--- config.mk ---
export PLATFORM = sky130hd
export DESIGN_NAME = match_ctrl
export DESIGN_NICKNAME = d
export VERILOG_FILES = /design/src/rtl/match_ctrl.sv
export SDC_FILE = /design/constraint.sdc
export NUM_CORES = 1
export LEC_CHECK = 0
export ABC_AREA = 1
export ABC_CLOCK_PERIOD_IN_PS = 2270
export CORE_AREA = 10 10 69 94
export CTS_CLUSTER_DIAMETER = 100
export DETAILED_ROUTE_END_ITERATION = 8
export DIE_AREA = 0 0 79 104
export SYNTH_ARGS = -nofsm -noshare
export SYNTH_HDL_FRONTEND = slang
export SYNTH_SLANG_ARGS = --single-unit
--- constraint.sdc ---
create_clock -name clk -period 2.27 [get_ports clk]
set_clock_uncertainty 0.2 [all_clocks]
set_input_delay 0.454 -clock clk [delete_from_list [all_inputs] [get_ports clk]]
set_output_delay 0.454 -clock clk [all_outputs]
set_load 0.005 [all_outputs]
--- src/rtl/match_ctrl.sv ---
// match_ctrl: rally/match sequencer sitting behind the 60 Hz physics engine.
// Gates the physics frame enable, keeps both scores, inserts a timed pause
// after each rally, declares the match winner and issues a one-cycle soft
// reset to physics whenever a match starts.
module match_ctrl #(
   parameter int unsigned WIN_SCORE    = 7,
   parameter int unsigned SCORE_W      = 4,
   parameter int unsigned PAUSE_FRAMES = 90,
   parameter int unsigned PAUSE_W      = 8
) (
   input  logic               clk,
   input  logic               rst_n,
   input  logic               frame_tick,
   input  logic               start_btn,
   input  logic               phys_valid,
   input  logic               phys_game_over,
   input  logic [1:0]         phys_winner,
   output logic               phys_en,
   output logic               phys_rst_n,
   output logic [SCORE_W-1:0] score_p1,
   output logic [SCORE_W-1:0] score_p2,
   output logic [1:0]         state,
   output logic               rally_end,
   output logic [1:0]         match_winner
);

   localparam logic [1:0] IDLE       = 2'd0;
   localparam logic [1:0] PLAY       = 2'd1;
   localparam logic [1:0] PAUSE      = 2'd2;
   localparam logic [1:0] MATCH_OVER = 2'd3;

   // A zero-length pause still costs one frame_tick.
   localparam logic [PAUSE_W-1:0] PAUSE_LOAD =
      (PAUSE_FRAMES == 0) ? PAUSE_W'(1) : PAUSE_W'(PAUSE_FRAMES);
   localparam logic [SCORE_W-1:0] WIN_VAL = SCORE_W'(WIN_SCORE);

   logic               start_prev;
   logic               go_seen;
   logic [PAUSE_W-1:0] pause_cnt;

   logic               start_rise;
   logic               accept;
   logic [SCORE_W-1:0] p1_inc;
   logic [SCORE_W-1:0] p2_inc;

   logic [1:0]         state_nxt;
   logic [SCORE_W-1:0] p1_nxt;
   logic [SCORE_W-1:0] p2_nxt;
   logic [1:0]         winner_nxt;
   logic [PAUSE_W-1:0] cnt_nxt;
   logic               go_nxt;
   logic               soft_rst_nxt;
   logic               rally_nxt;

   // Start edge detect, rally acceptance and candidate incremented scores.
   always_comb begin
      start_rise = start_btn & ~start_prev;
      accept     = (state == PLAY) & phys_valid & phys_game_over & ~go_seen;
      p1_inc     = score_p1 + SCORE_W'(1);
      p2_inc     = score_p2 + SCORE_W'(1);
   end

   // Next-state and next-value logic for the match sequencer.
   always_comb begin
      state_nxt    = state;
      p1_nxt       = score_p1;
      p2_nxt       = score_p2;
      winner_nxt   = match_winner;
      cnt_nxt      = pause_cnt;
      go_nxt       = go_seen;
      soft_rst_nxt = 1'b1;
      rally_nxt    = 1'b0;

      // A non-game-over result means physics has left the rally-over
      // condition, so the next game_over is a fresh rally end.
      if (phys_valid && !phys_game_over)
         go_nxt = 1'b0;

      case (state)
         IDLE, MATCH_OVER: begin
            if (start_rise) begin
               p1_nxt       = '0;
               p2_nxt       = '0;
               winner_nxt   = 2'd0;
               soft_rst_nxt = 1'b0;
               go_nxt       = 1'b0;
               state_nxt    = PLAY;
            end
         end
         PLAY: begin
            if (accept) begin
               go_nxt = 1'b1;
               if (phys_winner == 2'd1) begin
                  p1_nxt    = p1_inc;
                  rally_nxt = 1'b1;
                  if (p1_inc == WIN_VAL) begin
                     state_nxt  = MATCH_OVER;
                     winner_nxt = 2'd1;
                  end else begin
                     state_nxt = PAUSE;
                     cnt_nxt   = PAUSE_LOAD;
                  end
               end else if (phys_winner == 2'd2) begin
                  p2_nxt    = p2_inc;
                  rally_nxt = 1'b1;
                  if (p2_inc == WIN_VAL) begin
                     state_nxt  = MATCH_OVER;
                     winner_nxt = 2'd2;
                  end else begin
                     state_nxt = PAUSE;
                     cnt_nxt   = PAUSE_LOAD;
                  end
               end
            end
         end
         PAUSE: begin
            if (frame_tick) begin
               if (pause_cnt == PAUSE_W'(1)) begin
                  state_nxt = PLAY;
                  cnt_nxt   = '0;
               end else begin
                  cnt_nxt = pause_cnt - PAUSE_W'(1);
               end
            end
         end
         default: state_nxt = IDLE;
      endcase
   end

   // State and output registers; phys_en samples the pre-transition state.
   always_ff @(posedge clk or negedge rst_n) begin
      if (!rst_n) begin
         state        <= IDLE;
         score_p1     <= '0;
         score_p2     <= '0;
         phys_en      <= 1'b0;
         phys_rst_n   <= 1'b1;
         rally_end    <= 1'b0;
         match_winner <= 2'd0;
         pause_cnt    <= '0;
         go_seen      <= 1'b0;
         start_prev   <= 1'b0;
      end else begin
         state        <= state_nxt;
         score_p1     <= p1_nxt;
         score_p2     <= p2_nxt;
         phys_en      <= frame_tick & (state == PLAY);
         phys_rst_n   <= soft_rst_nxt;
         rally_end    <= rally_nxt;
         match_winner <= winner_nxt;
         pause_cnt    <= cnt_nxt;
         go_seen      <= go_nxt;
         start_prev   <= start_btn;
      end
   end

endmodule
==> impl_metrics.toml, run 1 <==
[outcome]
status = "complete, no violations"

[die]
core-area_mm2 = 0.00480
dieWidth_um = 79
die_y_um = 104
core.rowCount = 30
initial_core_util_pct = 34.0
dieArea_mm2 = 0.00822
io_pins = 23

[critical_path]
critPathCaptureType = "flop"
critPathLaunchType = "primary input"
crit_path_cell_trace = "clkdlybuf4s50_1 -> inv_1 -> ha_1 -> inv_1 -> nand3_4 -> nand3_2 -> nor2_4 -> nand2_2 -> nor2_4 -> nand2_1 -> nand2_1"
cp-startpoint = "phys_winner[1]"
critPathKind = "primary input to flop"
cpPeakStageDelay_ns = 0.43
critPathRequiredTime_ns = 2.28
worstReg2RegStart = "state[0]"
critical_path_arrival_ns = 1.98
worstPathMaxFanout = 8
slowest_stage = "clkdlybuf4s50_1"

[clock_tree]
cts_resized = 0
cts_hold_buffers = 0
cts_root_buf = "clkbuf_8"
clkSinkCount = 25
numCtsBuffers = 3
post_cts_buffers = 0
clk_pin_slew_ns = 0.09
clock_latency_ns = 0.27
htree_levels = 1
clock_path_buffers = 2
cts_tree = "built"

[drt]
drc = 0
drtIter0Drc = 21
ant_nets = 0
viasPerCell = 4.48
drt_first_pass_iters = 3
num_vias = 1362
wl_per_cell_um = 10.9
wirelength_mm = 3.32

[global_route]
antenna_found_initial = 0
grt_pass1_vias = 1374
grt_max_degree = 26
grt_pass1_wl_mm = 5.98
grt_overflow_total = 0
track_usage_pct = 8.62

[layout]
regArea_um2 = 627
antennaDiodeCount = 0
n_fill_cell = 526
final_cells = 304
final_cell_mix = "nand2_1, inv_1, dfrtp_1"
drive_above_1_share_pct = 12.1
final_common_cell = "nand2_1"
nNetsFinal = 259
area.growth.synth_to_final_pct = 21.4
multi_input_area_um2 = 851

[synth]
ys_types = 27
syn_inst = 213
netlist_area_mm2 = 0.00163
ys_ff_latch = 25
seq_area_frac_synth_pct = 38.4
syn_nets = 231
syn_avg_cell_area_um2 = 7.67
ys_warn_count = 0

[power_and_ir_drop]
vdd_drop_max_mv = 0.580
total_power_mw = 2.14
powerDensity_mw_per_mm2 = 1080
leakage_nw = 0.981

[worst_hold_path]
hp-class = "flop to flop"
hold_start = "start_prev"

[placement]
dp_cells = 300
port_buffers = 22
hpwl_mm = 2.61
dp_slack_ns = 0.00974
routabilityCongestion = 0.794

[timing]
setup_ws_ns = 0.303
finalSetupTns_ns = 0
fin_crit_sh_pct = 86.7
max-slew-margin-rel_pct = 78.5
setup_violations = 0
slew_violations = 0
fmax_ghz = 0.508
fin_crit_ns = 1.97
finalHoldViolCount = 0
rsz0062_at_grt = "false"
hold_slack_ns = 0.262
worst_slew_pin_slew_ns = 0.323

[job]
drv_cap = 0
metrics by stage:
stage | instance area (um^2) | util [%]
after global routing | 1980 | 41.3
after detailed placement | 1940 | 40.3
after floorplan | 1630 | -
final | 1980 | 41.3
after global placement | 1940 | 40.3
after CTS | 1980 | 41.3
power by group:
| part | internal [mW] | switching, mW |
|---|---|---|
| Sequential | 0.562 | 0.120 |
| Combinational | 0.472 | 0.715 |
| Clock | 0.126 | 0.141 |
| Total | 1.16 | 0.977 |
Yosys cell counts:
cell | n | area share, %
o22ai_1 | 2 | 0.77
nand4_4 | 1 | 1.3
nand3b_1 | 1 | 0.46
a21boi_4 | 1 | 1.1
inv_2 | 1 | 0.23
nand3_2 | 5 | 3.1
buf_6 | 1 | 0.69
nor2_4 | 4 | 2.8
o21ai_1 | 6 | 1.8
nand3_4 | 1 | 1.1
dfstp_2 | 1 | 1.6
nor2_2 | 2 | 0.77
o21ai_0 | 8 | 2.5
nand2_2 | 3 | 1.1
or2_2 | 1 | 0.38
xor2_1 | 3 | 1.6
inv_1 | 36 | 8.3
nand3b_2 | 1 | 0.69
nand3_1 | 7 | 2.1
nand2_1 | 72 | 17
dfrtp_1 | 24 | 37
inv_4 | 1 | 0.38
o21ai_2 | 2 | 1.1
ha_1 | 10 | 7.7
nor2_1 | 13 | 3.0
a21oi_1 | 1 | 0.31
nand4_1 | 5 | 1.9
layout make-up:
| type | count | area share (%) |
|---|---|---|
| Sequential cell | 25 | 31.6 |
| Clock buffer | 4 | 2.27 |
| Inverter | 38 | 7.32 |
| Tap cell | 64 | 4.04 |
| Timing Repair Buffer | 24 | 11.9 |
| Multi-Input combinational cell | 149 | 42.9 |
worst max-delay path: cells and delay by family:
kind	cells	cell delay (ns)
adders and majority gates	1	0.22
buffers and inverters	3	0.59
and+or+nand+nor	7	0.69
path summary, 6_finish.rpt:
check	cells after the start	to	slack, ns
worst max-delay path	11	pause_cnt[3]	0.30
worst min-delay path	2	phys_rst_n	0.26
worst max register to register	9	pause_cnt[3]	0.37
worst min register to register	2	phys_rst_n	0.26
max in group asynchronous	2	phys_rst_n	1.24
min in group asynchronous	2	start_prev	0.34
cells by family (layout without fill, tap and decap cells):
family / count (synthesis) / count (layout) / synth area share, %
adders and majority gates: 10 / 10 / 7.66
AOI/OAI and AO/OA: 20 / 20 / 7.58
buffers and inverters: 39 / 66 / 9.57
and+or+nand+nor: 116 / 116 / 35.2
xor gates and xnor gates: 3 / 3 / 1.61
DFF: 25 / 25 / 38.4
metal layers:
| layer | track usage, % | vias to the layer above | wire length, um |
|---|---|---|---|
| li1 | - | 721 | - |
| met1 | 9.26 | 621 | 1430 |
| met2 | 15.4 | 15 | 1680 |
| met3 | 1.99 | 5 | 150 |
| met4 | 3.47 | 0 | 58 |
| met5 | 0 | - | 0 |
sequential cells by signal, indices dropped and copies added (netlist names):
signal and flops:
state 2, start_prev 1, pause_cnt 8, phys_rst_n 1, score_p1 4, phys_en 1, go_seen 1, match_winner 2
rally_end 1, score_p2 4
No activity file was read; power rests on OpenSTA's default activity.
==> run 2: changes to the inputs <==
--- a/config.mk
+++ b/config.mk
@@ -11,6 +11,7 @@
 export CTS_CLUSTER_DIAMETER = 100
 export DETAILED_ROUTE_END_ITERATION = 8
 export DIE_AREA = 0 0 79 104
+export GPL_TIMING_DRIVEN = 0
 export SYNTH_ARGS = -nofsm -noshare
 export SYNTH_HDL_FRONTEND = slang
 export SYNTH_SLANG_ARGS = --single-unit
==> run 2 against run 1 <==
Against the previous run:
- global-route usage increased by 0.16 points
- total power about the same
- largest cell class unchanged
- combinational power about the same
- critical endpoint is now pause_cnt[7]
- cell area decreased by 0.13%
- count of clock-buffer cells in the layout decreased by 1
==> impl_metrics.toml, run 2 (synthesis gave the netlist of run 1 again) <==
[die]
core.rowCount = 30
dieWidth_um = 79
core-area_mm2 = 0.00480
initial_core_util_pct = 34.0
dieArea_mm2 = 0.00822
io_pins = 23
die_y_um = 104

[drt]
wl_per_cell_um = 11.0
drt_first_pass_iters = 4
viasPerCell = 4.49
num_vias = 1360
ant_nets = 0
drtIter0Drc = 55
drc = 0
wirelength_mm = 3.35

[critical_path]
critPathKind = "primary input to flop"
r2r_slack_ns = 0.43
critical_path_arrival_ns = 1.99
critPathCaptureType = "flop"
critPathLaunchType = "primary input"
critPathRequiredTime_ns = 2.28
worstPathMaxFanout = 8

[layout]
final_common_cell = "nand2_1"
reg_top3 = "pause_cnt (8), score_p1 (4), score_p2 (4)"
area.growth.synth_to_final_pct = 21.2
antennaDiodeCount = 0
final_cells = 303
nNetsFinal = 258
regMostFlops = "pause_cnt"
largest_register_ffs = 8
drive_above_1_share_pct = 12.1
n_fill_cell = 528
final_cell_mix = "nand2_1, inv_1, dfrtp_1"

[clock_tree]
cts_hold_buffers = 0
cts_tree = "built"
cts_root_buf = "clkbuf_8"
clk_pin_slew_ns = 0.09
post_cts_buffers = 0
numCtsBuffers = 3
htree_levels = 1
clock_latency_ns = 0.27
clock_path_buffers = 2
clkSinkCount = 25
cts_resized = 0

[global_route]
grt_max_degree = 26
antenna_found_initial = 0
grt_pass1_vias = 1404
track_usage_pct = 8.77
grt_overflow_total = 0
grt_pass1_wl_mm = 6.11

[placement]
dp_cells = 299
hpwl_mm = 2.62
port_buffers = 22
routabilityCongestion = 0.766

[timing]
worst_slew_pin_slew_ns = 1.18
fin_crit_ns = 1.97
setup_violations = 0
max-slew-margin-rel_pct = 20.9
fmax_ghz = 0.507
finalHoldViolCount = 0
slew_violations = 0
rsz0062_at_grt = "false"
hold_slack_ns = 0.274
fin_crit_sh_pct = 86.9

[outcome]
status = "complete, no violations"

[power_and_ir_drop]
leakage_nw = 0.980
powerDensity_mw_per_mm2 = 1080
vdd_drop_max_mv = 0.514

[worst_hold_path]
hp-class = "flop to flop"

[job]
drv_cap = 0
## run 2: metal layers
metal | vias up | GRT usage [%] | share of wire (%)
li1 | 714 | - | -
met1 | 625 | 9.97 | 42
met2 | 19 | 15.5 | 53
met3 | 2 | 2.25 | 5.0
met4 | 0 | 2.31 | 0.69
met5 | - | 0 | 0
## run 2: final timing paths
check	from	endpoint	depth (start not counted)
setup / recovery	phys_winner[0]	pause_cnt[7]	10
hold / removal	start_prev	phys_rst_n	2
setup reg to reg	state[0]	pause_cnt[7]	9
hold reg to reg	start_prev	phys_rst_n	2
max in group asynchronous	rst_n	score_p2[1]	1
min in group asynchronous	rst_n	go_seen	1
## run 2: worst max-delay path, stage by stage
cell and delay [ns]:
clkdlybuf4s50_1 0.49, ha_1 0.24, inv_1 0.09, nand3_4 0.08, nand3_2 0.09, nor2_4 0.13, nand2_2 0.07, nor2_4 0.19
nand2_1 0.08, nand2_1 0.06
## run 2: report_power, final
part / switching (mW) / leakage (nW) / internal (mW) / total [mW]
logic: 0.717 / 0.628 / 0.477 / 1.19
clock network: 0.143 / 0.0255 / 0.123 / 0.265
registers: 0.116 / 0.327 / 0.562 / 0.678
## run 2: area by class of cell
type                    count  area (um^2)  share of cell area (%)
inverters                  38          145                    7.33
clock buffers               3         41.3                    2.08
multi-input cells         149          851                    43.0
repair buffers             22          220                    11.1
well taps                  64         80.1                    4.04
clock inverters             1         5.00                   0.253
plain buffers               1         11.3                   0.569
flip-flops and latches     25          627                    31.6
## run 2: per-stage QoR
step           setup slack [ns]  setup TNS (ns)  instance area, um^2  utilization (%)  total power [mW]
6_report                  0.298               0                 1980             41.2              2.14
5_1_grt                   0.140               0                 1980             41.2              2.38
4_1_cts                   0.278               0                 1980             41.2              2.18
3_5_place_dp            -0.0106         -0.0217                 1930             40.3              1.89
3_3_place_gp             0.0132               0                 1930             40.3              1.88
2_1_floorplan             0.603               0                 1630                -              1.57
